## config.mk

```make
export PLATFORM = sky130hd
export DESIGN_NAME = k2_run_controller
export DESIGN_NICKNAME = d
export VERILOG_FILES = /design/src/rtl/k2_ctrl_pkg.sv /design/src/rtl/k2_halt_detector.sv /design/src/rtl/k2_run_controller.sv
export SDC_FILE = /design/constraint.sdc
export NUM_CORES = 1
export LEC_CHECK = 0
export CORE_ASPECT_RATIO = 1.4
export CORE_MARGIN = 2
export CORE_UTILIZATION = 30
export DETAILED_ROUTE_END_ITERATION = 10
export PLACE_DENSITY = 0.51
export REMOVE_ABC_BUFFERS = 1
export SLEW_MARGIN = 20
export SYNTH_ARGS = -nofsm -noshare
export SYNTH_HDL_FRONTEND = slang
export SYNTH_HIERARCHICAL = 1
export SYNTH_SLANG_ARGS = --single-unit
```

## constraint.sdc

```tcl
create_clock -name clk -period 3.4 [get_ports clk]
set_input_delay 0.34 -clock clk [delete_from_list [all_inputs] [get_ports clk]]
set_output_delay 0.34 -clock clk [all_outputs]
set_load 0.01 [all_outputs]
```

## src/rtl/k2_ctrl_pkg.sv

```systemverilog
// Shared types, default parameters and helpers for the K2 run controller.
package k2_ctrl_pkg;

   typedef enum logic [1:0] {
      IDLE       = 2'd0,
      RESET_CORE = 2'd1,
      RUN        = 2'd2,
      DONE       = 2'd3
   } k2_state_e;

   localparam int unsigned K2_NUM_PROGS   = 32'd4;
   localparam int unsigned K2_ADDR_W      = 32'd4;
   localparam int unsigned K2_BITS        = 32'd8;
   localparam int unsigned K2_CYC_W       = 32'd16;
   localparam int unsigned K2_HALT_REPEAT = 32'd4;
   localparam int unsigned K2_RST_HOLD    = 32'd2;

   // Out-of-range program selects map onto the last ROM.
   function automatic int unsigned clamp_sel(input int unsigned sel, input int unsigned num_progs);
      int unsigned r;
      if (sel >= num_progs) begin
         r = num_progs - 32'd1;
      end else begin
         r = sel;
      end
      return r;
   endfunction

endpackage

```

## src/rtl/k2_halt_detector.sv

```systemverilog
// Flags a self-loop halt: the core's ProgramAddress held for HALT_REPEAT
// consecutive enabled cycles (one reference sample plus HALT_REPEAT-1 matches).
module k2_halt_detector
   import k2_ctrl_pkg::*;
#(
   parameter int unsigned ADDR_W      = K2_ADDR_W,
   parameter int unsigned HALT_REPEAT = K2_HALT_REPEAT
) (
   input  logic              clk,
   input  logic              rst,
   input  logic              clear,
   input  logic              enable,
   input  logic [ADDR_W-1:0] program_address,
   output logic              halted
);

   localparam int unsigned       CNT_W    = $clog2(HALT_REPEAT) + 32'd1;
   localparam logic [CNT_W-1:0]  CNT_HALT = CNT_W'(HALT_REPEAT - 32'd2);
   localparam logic [CNT_W-1:0]  CNT_MAX  = {CNT_W{1'b1}};
   localparam logic [CNT_W-1:0]  CNT_ONE  = CNT_W'(32'd1);

   logic [ADDR_W-1:0] prev_q, prev_d;
   logic [CNT_W-1:0]  cnt_q, cnt_d;
   logic              ref_q, ref_d;
   logic              match_s;

   // Match tracking; ref_q stays low until the first enabled sample so stale addresses never count.
   always_comb begin
      prev_d  = prev_q;
      cnt_d   = cnt_q;
      ref_d   = ref_q;
      match_s = ref_q && (program_address == prev_q);
      halted  = enable && match_s && (cnt_q == CNT_HALT);
      if (clear) begin
         prev_d = {ADDR_W{1'b0}};
         cnt_d  = {CNT_W{1'b0}};
         ref_d  = 1'b0;
      end else if (enable) begin
         if (match_s) begin
            cnt_d = (cnt_q == CNT_MAX) ? cnt_q : cnt_q + CNT_ONE;
         end else begin
            prev_d = program_address;
            cnt_d  = {CNT_W{1'b0}};
            ref_d  = 1'b1;
         end
      end else begin
         cnt_d = cnt_q;
      end
   end

   // Detector state registers.
   always_ff @(posedge clk or posedge rst) begin
      if (rst) begin
         prev_q <= {ADDR_W{1'b0}};
         cnt_q  <= {CNT_W{1'b0}};
         ref_q  <= 1'b0;
      end else begin
         prev_q <= prev_d;
         cnt_q  <= cnt_d;
         ref_q  <= ref_d;
      end
   end

endmodule

```

## src/rtl/k2_run_controller.sv

```systemverilog
// Sequences one K2 core through program runs: core reset, ROM select,
// halt/timeout/abort detection and result capture.
module k2_run_controller
   import k2_ctrl_pkg::*;
#(
   parameter int unsigned NUM_PROGS   = K2_NUM_PROGS,
   parameter int unsigned ADDR_W      = K2_ADDR_W,
   parameter int unsigned BITS        = K2_BITS,
   parameter int unsigned CYC_W       = K2_CYC_W,
   parameter int unsigned HALT_REPEAT = K2_HALT_REPEAT,
   parameter int unsigned RST_HOLD    = K2_RST_HOLD,
   localparam int unsigned SEL_W      = (NUM_PROGS > 32'd1) ? $clog2(NUM_PROGS) : 32'd1
) (
   input  logic              clk,
   input  logic              rst,
   input  logic              start,
   input  logic              abort,
   input  logic [SEL_W-1:0]  prog_sel,
   input  logic [CYC_W-1:0]  max_cycles,
   input  logic [ADDR_W-1:0] program_address,
   input  logic [BITS-1:0]   ro,
   output logic              core_rst_n,
   output logic [SEL_W-1:0]  prog_idx,
   output logic              busy,
   output logic              done,
   output logic              timed_out,
   output logic              aborted,
   output logic [BITS-1:0]   result,
   output logic [CYC_W-1:0]  cycle_count
);

   localparam int unsigned      HOLD_W    = $clog2(RST_HOLD) + 32'd1;
   localparam logic [HOLD_W-1:0] HOLD_LAST = HOLD_W'(RST_HOLD - 32'd1);
   localparam logic [HOLD_W-1:0] HOLD_ONE  = HOLD_W'(32'd1);
   localparam logic [CYC_W-1:0]  CYC_MAX   = {CYC_W{1'b1}};
   localparam logic [CYC_W-1:0]  CYC_ONE   = CYC_W'(32'd1);

   k2_state_e         state_q, state_d;
   logic [SEL_W-1:0]  prog_idx_q, prog_idx_d;
   logic [CYC_W-1:0]  budget_q, budget_d;
   logic [CYC_W-1:0]  cycle_q, cycle_d;
   logic [BITS-1:0]   result_q, result_d;
   logic [HOLD_W-1:0] hold_q, hold_d;
   logic              timed_out_q, timed_out_d;
   logic              aborted_q, aborted_d;
   logic              done_q, done_d;
   logic              busy_q, busy_d;
   logic              core_rst_n_q, core_rst_n_d;
   logic              halted_s;
   logic              timeout_s;

   k2_halt_detector #(
      .ADDR_W      (ADDR_W),
      .HALT_REPEAT (HALT_REPEAT)
   ) u_halt (
      .clk             (clk),
      .rst             (rst),
      .clear           (state_q != RUN),
      .enable          (state_q == RUN),
      .program_address (program_address),
      .halted          (halted_s)
   );

   // Widened compare so a saturated counter can never alias a budget.
   assign timeout_s = (budget_q != {CYC_W{1'b0}}) &&
                      (({1'b0, cycle_q} + {{CYC_W{1'b0}}, 1'b1}) == {1'b0, budget_q});

   // Next-state and output decode; abort outranks halt, halt outranks timeout.
   always_comb begin
      state_d     = state_q;
      prog_idx_d  = prog_idx_q;
      budget_d    = budget_q;
      cycle_d     = cycle_q;
      result_d    = result_q;
      hold_d      = hold_q;
      timed_out_d = timed_out_q;
      aborted_d   = aborted_q;
      case (state_q)
         IDLE: begin
            if (start) begin
               prog_idx_d  = SEL_W'(clamp_sel(32'(prog_sel), NUM_PROGS));
               budget_d    = max_cycles;
               cycle_d     = {CYC_W{1'b0}};
               hold_d      = {HOLD_W{1'b0}};
               timed_out_d = 1'b0;
               aborted_d   = 1'b0;
               state_d     = RESET_CORE;
            end else begin
               state_d = IDLE;
            end
         end
         RESET_CORE: begin
            if (abort) begin
               aborted_d = 1'b1;
               state_d   = DONE;
            end else if (hold_q == HOLD_LAST) begin
               state_d = RUN;
            end else begin
               hold_d = hold_q + HOLD_ONE;
            end
         end
         RUN: begin
            cycle_d = (cycle_q == CYC_MAX) ? cycle_q : cycle_q + CYC_ONE;
            if (abort) begin
               aborted_d = 1'b1;
               state_d   = DONE;
            end else if (halted_s) begin
               result_d = ro;
               state_d  = DONE;
            end else if (timeout_s) begin
               timed_out_d = 1'b1;
               state_d     = DONE;
            end else begin
               state_d = RUN;
            end
         end
         DONE: begin
            state_d = IDLE;
         end
         default: begin
            state_d = IDLE;
         end
      endcase
      busy_d       = (state_d == RESET_CORE) || (state_d == RUN);
      done_d       = (state_d == DONE);
      core_rst_n_d = (state_d == RUN);
   end

   // State and output registers.
   always_ff @(posedge clk or posedge rst) begin
      if (rst) begin
         state_q      <= IDLE;
         prog_idx_q   <= {SEL_W{1'b0}};
         budget_q     <= {CYC_W{1'b0}};
         cycle_q      <= {CYC_W{1'b0}};
         result_q     <= {BITS{1'b0}};
         hold_q       <= {HOLD_W{1'b0}};
         timed_out_q  <= 1'b0;
         aborted_q    <= 1'b0;
         done_q       <= 1'b0;
         busy_q       <= 1'b0;
         core_rst_n_q <= 1'b0;
      end else begin
         state_q      <= state_d;
         prog_idx_q   <= prog_idx_d;
         budget_q     <= budget_d;
         cycle_q      <= cycle_d;
         result_q     <= result_d;
         hold_q       <= hold_d;
         timed_out_q  <= timed_out_d;
         aborted_q    <= aborted_d;
         done_q       <= done_d;
         busy_q       <= busy_d;
         core_rst_n_q <= core_rst_n_d;
      end
   end

   assign core_rst_n  = core_rst_n_q;
   assign prog_idx    = prog_idx_q;
   assign busy        = busy_q;
   assign done        = done_q;
   assign timed_out   = timed_out_q;
   assign aborted     = aborted_q;
   assign result      = result_q;
   assign cycle_count = cycle_q;

endmodule

```

Word level (Yosys, flattened, before mapping)
Cells that the tools add are included.

Output and inout port bits: 31. Logic and storage cells: 93. Flip-flop bits (word level): 59. Input bits: 34.

Bitwise operators: 1. Add/sub/neg operators: 4. Equal/unequal tests: 23. Reductions and logical operators: 20. Multiplexer cells: 31.

Operator list (number): 16-bit 2-to-1 mux (2); 16-bit one-hot mux with 2 select lines (1); 16-bit by 1-bit adder with 17-bit output, second input constant (1); 17-bit by 16-bit equality test with 1-bit output (1); 16-bit by 1-bit adder with 16-bit output, second input constant (1); 16-bit equality test, second input constant (1); 2-bit inequality test, second input constant (8); 16-bit nonzero test (1); 1-bit 2-to-1 mux (12); 3-bit 2-to-1 mux (4); 4-bit 2-to-1 mux (3); 2-bit 2-to-1 mux (5); 3-bit AND reduction (3); 2-bit equality test, second input constant (4); 2-bit one-hot mux with 4 select lines (1); 2-bit nonzero test (4); 2-bit by 1-bit equality test with 1-bit output, second input constant (3); 2-bit AND reduction (3); 5-bit AND reduction (1); 4-bit equality test (1); 1-bit logical AND (4); 2-bit by 1-bit inequality test with 1-bit output, second input constant (2); 1-bit one-hot mux with 2 select lines (2); 2-bit one-hot mux with 2 select lines (1); other kinds (10) (10).

Longest topological paths before layout
Gate-level depths: netlist of the first run.

Depth in word-level cells: 9. Gate-level depth with buffers: 11.

Cells and area by module
Netlist of the first run, hierarchy kept.

Modules (own cells, without submodules): k2_run_controller (area each 2912.8 um^2, cells an instance 301, instances 1); k2_halt_detector (area each 491.7 um^2, cells an instance 53, instances 1).

Least setup slack after synthesis of the first run
No wires, ideal clock.

Path kind: register to register. Start: register cycle_q[1], in the netlist cycle_count[1]. End: register busy_q, in the netlist busy. Setup slack: 0.825 ns. Arrival: 2.462 ns. Clock period less this slack: 2.575 ns. Cell stages (with the launch flop): 10. Required time: 3.287 ns. Cell sequence: dfrtp_1 -> ha_1 -> nand4_2 -> or3_1 -> a2111oi_2 -> o21ai_1 -> a211o_1 -> o21a_1 -> ha_1 -> inv_1.

Cells in the longest elaborated chain, start to end: 9.

RTL lines: start, declared (line k2_run_controller.sv:41) `logic [CYC_W-1:0] cycle_q, cycle_d;`; start signal, assigned (line k2_run_controller.sv:135) `cycle_q <= {CYC_W{1'b0}};`; start signal, assigned (line k2_run_controller.sv:147) `cycle_q <= cycle_d;`; 16-bit by 1-bit adder with 17-bit output (*) (line k2_run_controller.sv:66) `(({1'b0, cycle_q} + {{CYC_W{1'b0}}, 1'b1}) == {1'b0, budget_q});`; 17-bit by 16-bit equality test with 1-bit output (*) (line k2_run_controller.sv:66); 1-bit logical AND (*) (line k2_run_controller.sv:65) `assign timeout_s = (budget_q != {CYC_W{1'b0}}) &&`; 1-bit 2-to-1 mux (*) (line k2_run_controller.sv:110) `end else if (timeout_s) begin`; 1-bit 2-to-1 mux (*) (line k2_run_controller.sv:107) `end else if (halted_s) begin`; 1-bit 2-to-1 mux (*) (line k2_run_controller.sv:104) `if (abort) begin`; 2-bit one-hot mux with 4 select lines (*) (line k2_run_controller.sv:78) `case (state_q)`; 2-bit by 1-bit equality test with 1-bit output or 2-bit equality test (tied branches) (line k2_run_controller.sv:124) `busy_d = (state_d == RESET_CORE) || (state_d == RUN);`; 1-bit logical OR (*) (line k2_run_controller.sv:124); net busy_d (line k2_run_controller.sv:47) `logic busy_q, busy_d;`; end signal, assigned (line k2_run_controller.sv:153) `busy_q <= busy_d;`; end, declared (line k2_run_controller.sv:47).

Mark *: on every way through the listed nets, which the timed path passes. The rest lies on a longest branch. A chain may end at the register's enable or synchronous reset.

Final worst setup path of the first run
Start: register cycle_q[0], in the netlist cycle_count[0]. End: register busy_q, in the netlist busy.

Same word-level chain as after synthesis.

==> flow_metrics.tcl, run 1 <==
set metrics [dict create \
    status "complete, no violations" \
    die_h_um 130 \
    drive_gt1_share_pct 12.0 \
    syn_area_per_cell_um2 9.62 \
    r2r_start "cycle_count[0]$_DFFE_PP0P_" \
    start_kind "flop" \
    worstPathArrival_ns 3.08 \
    ys_seq_elements 59 \
    design.core.area_um2 11200 \
    tightest_slew_ns 0.939 \
    final_area_um2 4450 \
    period_share_pct 84.0 \
    cts_tree "done" \
    finalSetupViolCount 0 \
    cts_buffer_depth 2 \
    drc 0 \
    area_delta_synth_final_pct 30.8 \
    dpl.hpwl_mm 6.73 \
    netlist_area_um2 3400 \
    ff2ff_setup_slack_ns 0.55 \
    gr-usage-all-layers_pct 15.7 \
    numCtsBuffers 9 \
    rsz0062_at_grt "false" \
    drt-pass1-iter-count 4 \
    irDropWorstVdd_mv 0.297 \
    p_leak_nw 1.81 \
    postCtsSetupBuffers 0 \
    ys_types 53 \
    fin_nets 458 \
    start_util_pct 30.3 \
    slew_headroom_pct 37.2 \
    root_buffer "clkbuf_16" \
    antenna_found_initial 0 \
    period_minus_slack_ns 2.85 \
    cts_hold_buf 0 \
    max-cap-violations 0 \
    placementRows 46 \
    p_per_area_nw_per_um2 671 \
    crit_fanout 10 \
    numClockSinks 59 \
    maxSlewViolCount 0 \
    io_pins 65 \
    dieWidth_um 94.0 \
    n_fill_cell 1173 \
    grt_remaining_overflow 0 \
    grt_pass1_vias 2909 \
    routabilityCongestion 0.915 \
    ys_async_sr_fraction_pct 100 \
    worstPathRequired_ns 3.62 \
    wire_per_inst_um 16.1 \
    fmax_mhz 350 \
    clkLatencyLatePin_ns 0.33 \
    portBuffers 64 \
    synth-seq-area-share_pct 43.4 \
    htree_levels 3 \
    dieArea_um2 12200 \
    skew_ns 0.00518 \
    end_kind "flop" \
    crit_type "flop to flop" \
    grt_max_degree 28 \
    grt_pass1_wl_mm 14.8 \
    final_cell_mix "clkdlybuf4s50_1 (64), dfrtp_1 (59), nor2_1 (30)" \
    finalHoldViolCount 0 \
    synthCells 354 \
    r2r-end "busy$_DFF_PP0_" \
    reg2reg_depth 9 \
    tns_ns 0 \
    ys.flop_type "dfrtp_1" \
    wirelength_mm 9.04 \
    ant_nets 0 \
    layout_commonest_cell "clkdlybuf4s50_1" \
    synth_edf_count 0 \
    num_vias 2959 \
    routed_via_density 5.27 \
    n_antenna_cell 0 \
    ys_warn_count 6 \
    clk_pin_slew_worst_paths_ns 0.05 \
    drtIter0Drc 113 \
    hp-class "input pin to asynchronous set/reset pin" \
    cts_resized 0 \
    dpl-instance-area_um2 4170 \
]
## synthesized netlist by cell type, types with 3 or more instances
cell	n	area share, %
a21oi_1	15	2.2
a22o_1	3	0.77
a31oi_1	5	0.92
and4_1	3	0.77
buf_2	9	1.3
clkbuf_1	6	0.66
dfrtp_1	59	43
ha_1	10	3.7
inv_1	10	1.1
mux2_2	26	8.6
mux2i_1	4	1.2
nand2_1	22	2.4
nand2b_1	5	0.92
nand3_1	14	2.1
nand4_1	11	2.0
nor2_1	30	3.3
nor2b_1	8	1.5
nor3_1	6	0.88
nor4_1	5	0.92
o21ai_0	14	2.1
o21ai_1	20	2.9
o31ai_1	9	2.0
or3_1	3	0.55
xnor2_1	10	2.6
xor2_1	10	2.6
## worst max-delay path: stages, from the launching register on
cell and delay [ns]:
dfrtp_1 0.46, ha_1 0.34, and4_1 0.29, nand2_1 0.17, o31ai_1 0.08, a2111oi_0 0.67, nand4_1 0.21, o21a_1 0.23
ha_1 0.27, inv_1 0.03
## how the worst max path moves through the flow
stage / depth (start not counted) / end / from
finish: 9 / busy$_DFF_PP0_ / cycle_count[0]$_DFFE_PP0P_
detailed placement: 9 / busy$_DFF_PP0_ / cycle_count[0]$_DFFE_PP0P_
global route: 9 / busy$_DFF_PP0_ / cycle_count[0]$_DFFE_PP0P_
global placement: 9 / busy$_DFF_PP0_ / cycle_count[0]$_DFFE_PP0P_
floorplan: 7 / cycle_count[5]$_DFFE_PP0P_ / cycle_count[0]$_DFFE_PP0P_
CTS: 9 / busy$_DFF_PP0_ / cycle_count[0]$_DFFE_PP0P_
## registers in the layout, indices dropped and copies added (netlist names)
| name | cells |
|---|---|
| budget_q | 16 |
| cycle_count | 16 |
| result | 8 |
| u_halt/prev_q | 4 |
| u_halt/cnt_q | 3 |
| hold_q | 2 |
| prog_idx | 2 |
| state_q | 2 |
| aborted | 1 |
| busy | 1 |
| core_rst_n | 1 |
| done | 1 |
| timed_out | 1 |
| u_halt/ref_q | 1 |
## per-stage QoR
stage | worst slack (ns) | cells | power (mW) | hold WS [ns] | utilization, %
2_1_floorplan | 0.241 | 335 | 1.76 | 0.156 | -
3_3_place_gp | 0.664 | 547 | 2.14 | 0.480 | 37.2
3_5_place_dp | 0.590 | 547 | 2.15 | 0.496 | 37.2
4_1_cts | 0.586 | 562 | 3.02 | 0.319 | 39.7
5_1_grt | 0.268 | 562 | 3.19 | 0.375 | 39.7
6_report | 0.545 | 562 | 2.99 | 0.311 | 39.7
## cell families (layout without fill, tap and decap cells)
kind of cell,count (synthesis),after routing,share of synthesized area (%)
simple gates,122,122,18.9
mux,30,30,9.78
buf+inv,29,93,3.75
xor+xnor,20,20,5.14
compound gates,84,84,15.4
flops,59,59,43.4
fa+ha+maj,10,10,3.68
## final cells by class
class	count	area (µm²)	share of cell area, %
timing repair buffer	68	671	15.1
inverter	10	37.5	0.843
clock inverter	2	10.0	0.225
sequential	59	1480	33.2
clock buffer	13	270	6.07
tap	144	180	4.05
multi-input combinational	266	1810	40.6
## power breakdown
| part | switching (mW) | internal [mW] |
|---|---|---|
| Sequential | 0.176 | 0.879 |
| Combinational | 0.581 | 0.505 |
| Clock | 0.301 | 0.545 |
## metal layers
metal	GRT usage (%)	up-vias	share of wire [%]	wire, µm
li1	-	1413	-	-
met1	18.6	1445	41	3720
met2	26.4	79	51	4600
met3	2.77	22	4.0	366
met4	9.46	0	3.9	354
met5	0	-	0	0
(Power assumes the default switching activity.)
==> run 2, diff against run 1 <==
--- a/config.mk
+++ b/config.mk
@@ -9,7 +9,7 @@
 export CORE_MARGIN = 2
 export CORE_UTILIZATION = 30
 export DETAILED_ROUTE_END_ITERATION = 10
-export PLACE_DENSITY = 0.51
+export PLACE_DENSITY = 0.53
 export REMOVE_ABC_BUFFERS = 1
 export SLEW_MARGIN = 20
 export SYNTH_ARGS = -nofsm -noshare
==> constraint.sdc (replaced) <==
create_clock -name clk -period 2.6 [get_ports clk]
set_input_delay 0.26 -clock clk [delete_from_list [all_inputs] [get_ports clk]]
set_output_delay 0.26 -clock clk [all_outputs]
set_load 0.01 [all_outputs]
==> flow_metrics.tcl, run 2 (same netlist as run 1, synthesis figures left out) <==
set metrics [dict create \
    slew_headroom_pct 60.0 \
    status "complete, no violations" \
    period_minus_slack_ns 2.47 \
    dieWidth_um 94.0 \
    design.core.area_um2 11200 \
    grt_pass1_vias 3061 \
    cp-startpoint "cycle_count[0]$_DFFE_PP0P_" \
    grt_pass1_wl_mm 15.2 \
    grt_remaining_overflow 0 \
    worstPathArrival_ns 2.69 \
    grt_max_degree 28 \
    p_leak_nw 1.98 \
    start_kind "flop" \
    io_pins 65 \
    placementRows 46 \
    cp_cell_sequence "ha_2, nand4_2, or3_1, a2111oi_4, o21ai_1, a211o_1, o21a_1, ha_1, inv_1" \
    drive_gt1_share_pct 18.0 \
    worstPathRequired_ns 2.82 \
    crit_buf_inv 1 \
    drt-pass1-iter-count 4 \
    end_kind "flop" \
    setup_slack_ns 0.134 \
    hp-class "input pin to asynchronous set/reset pin" \
    power.total_mw 4.29 \
    irDropWorstVdd_mv 0.341 \
    htree_levels 3 \
    wire_per_inst_um 15.9 \
    dpl.hpwl_mm 7.28 \
    maxSlewViolCount 0 \
    reg2reg_depth 9 \
    postCtsSetupBuffers 0 \
    n_antenna_cell 0 \
    period_share_pct 94.9 \
    tightest_slew_ns 0.598 \
    finalSetupViolCount 0 \
    area_delta_synth_final_pct 39.7 \
    fin_nets 483 \
    die_h_um 130 \
    cts_tree "done" \
    drc 0 \
    place_ws_ns 0.0988 \
    final_cell_mix "clkdlybuf4s50_1 (64), dfrtp_1 (58), nor2_1 (30)" \
    fmax_mhz 405 \
    wirelength_mm 9.33 \
    max-cap-violations 0 \
    portBuffers 64 \
    gr-usage-all-layers_pct 16.2 \
    finalHoldViolCount 0 \
    ant_nets 0 \
    numCtsBuffers 9 \
    p_per_area_nw_per_um2 902 \
    numClockSinks 59 \
    routed_via_density 5.15 \
    start_util_pct 30.3 \
    r2r_start "cycle_count[0]$_DFFE_PP0P_" \
    slowest_delay_ns 0.41 \
    timing.hold.ws_ns 0.244 \
    root_buffer "clkbuf_16" \
    clkLatencyLatePin_ns 0.33 \
    num_vias 3028 \
    layout_commonest_cell "clkdlybuf4s50_1" \
    clk_pin_slew_worst_paths_ns 0.05 \
    cp.depth 9 \
    crit_slowest_cell "or3_1" \
    drtIter0Drc 120 \
    critPathTopFamily "compound AO/OA/AOI/OAI gates" \
    cts_hold_buf 0 \
    tns_ns 0 \
    crit_type "flop to flop" \
    dieArea_um2 12200 \
    cts_buffer_depth 2 \
    skew_ns 0.00651 \
    crit_fanout 6 \
    antenna_found_initial 0 \
    routabilityCongestion 0.950 \
]
-- run 2: cell type report --
cell class                 instances  area [µm²]
fill                            1122        6470
multi-input combinational        266        1830
timing repair buffer              93         871
clock inverter                     4        95.1
inverter                          10        37.5
tap                              144         180
clock buffer                      12         267
sequential                        59        1480
-- run 2: layer usage --
| layer | wire length [µm] | global-route usage, % | up-vias |
|---|---|---|---|
| met2 | 4920 | 28.2 | 71 |
| met1 | 3670 | 18.0 | 1480 |
| li1 | - | - | 1459 |
| met3 | 381 | 3.93 | 18 |
| met5 | 0 | 0 | - |
| met4 | 347 | 9.38 | 0 |
-- run 2: timing repair --
item	4_1_cts	5_1_grt
endpoints found under the hold margin	0	0
endpoints found under the setup margin	0	3
gates resized for setup	0	5
-- run 2: where the power goes --
group          internal [mW]  switching (mW)  total (mW)
sequential              1.15           0.212        1.36
clock                   1.01           0.400        1.41
combinational          0.721           0.799        1.52
total                   2.88            1.41        4.29
-- run 2: through the flow --
step	cell area, µm²	cells	util [%]
after global placement	4370	572	39.0
after CTS	4730	588	42.2
final	4760	588	42.4
after global routing	4760	588	42.4
after detailed placement	4370	572	39.0
after floorplan	3310	335	-
-- run 2: worst paths after layout --
path / slack, ns / endpoint
hold / removal: 0.24 / u_halt/prev_q[1]$_DFFE_PP0P_
min in group clk: 0.50 / result[2]$_DFFE_PP0P_
setup / recovery: 0.13 / busy$_DFF_PP0_
max in group asynchronous: 1.70 / result[5]$_DFFE_PP0P_
setup reg to reg: 0.13 / busy$_DFF_PP0_
hold reg to reg: 0.50 / result[2]$_DFFE_PP0P_
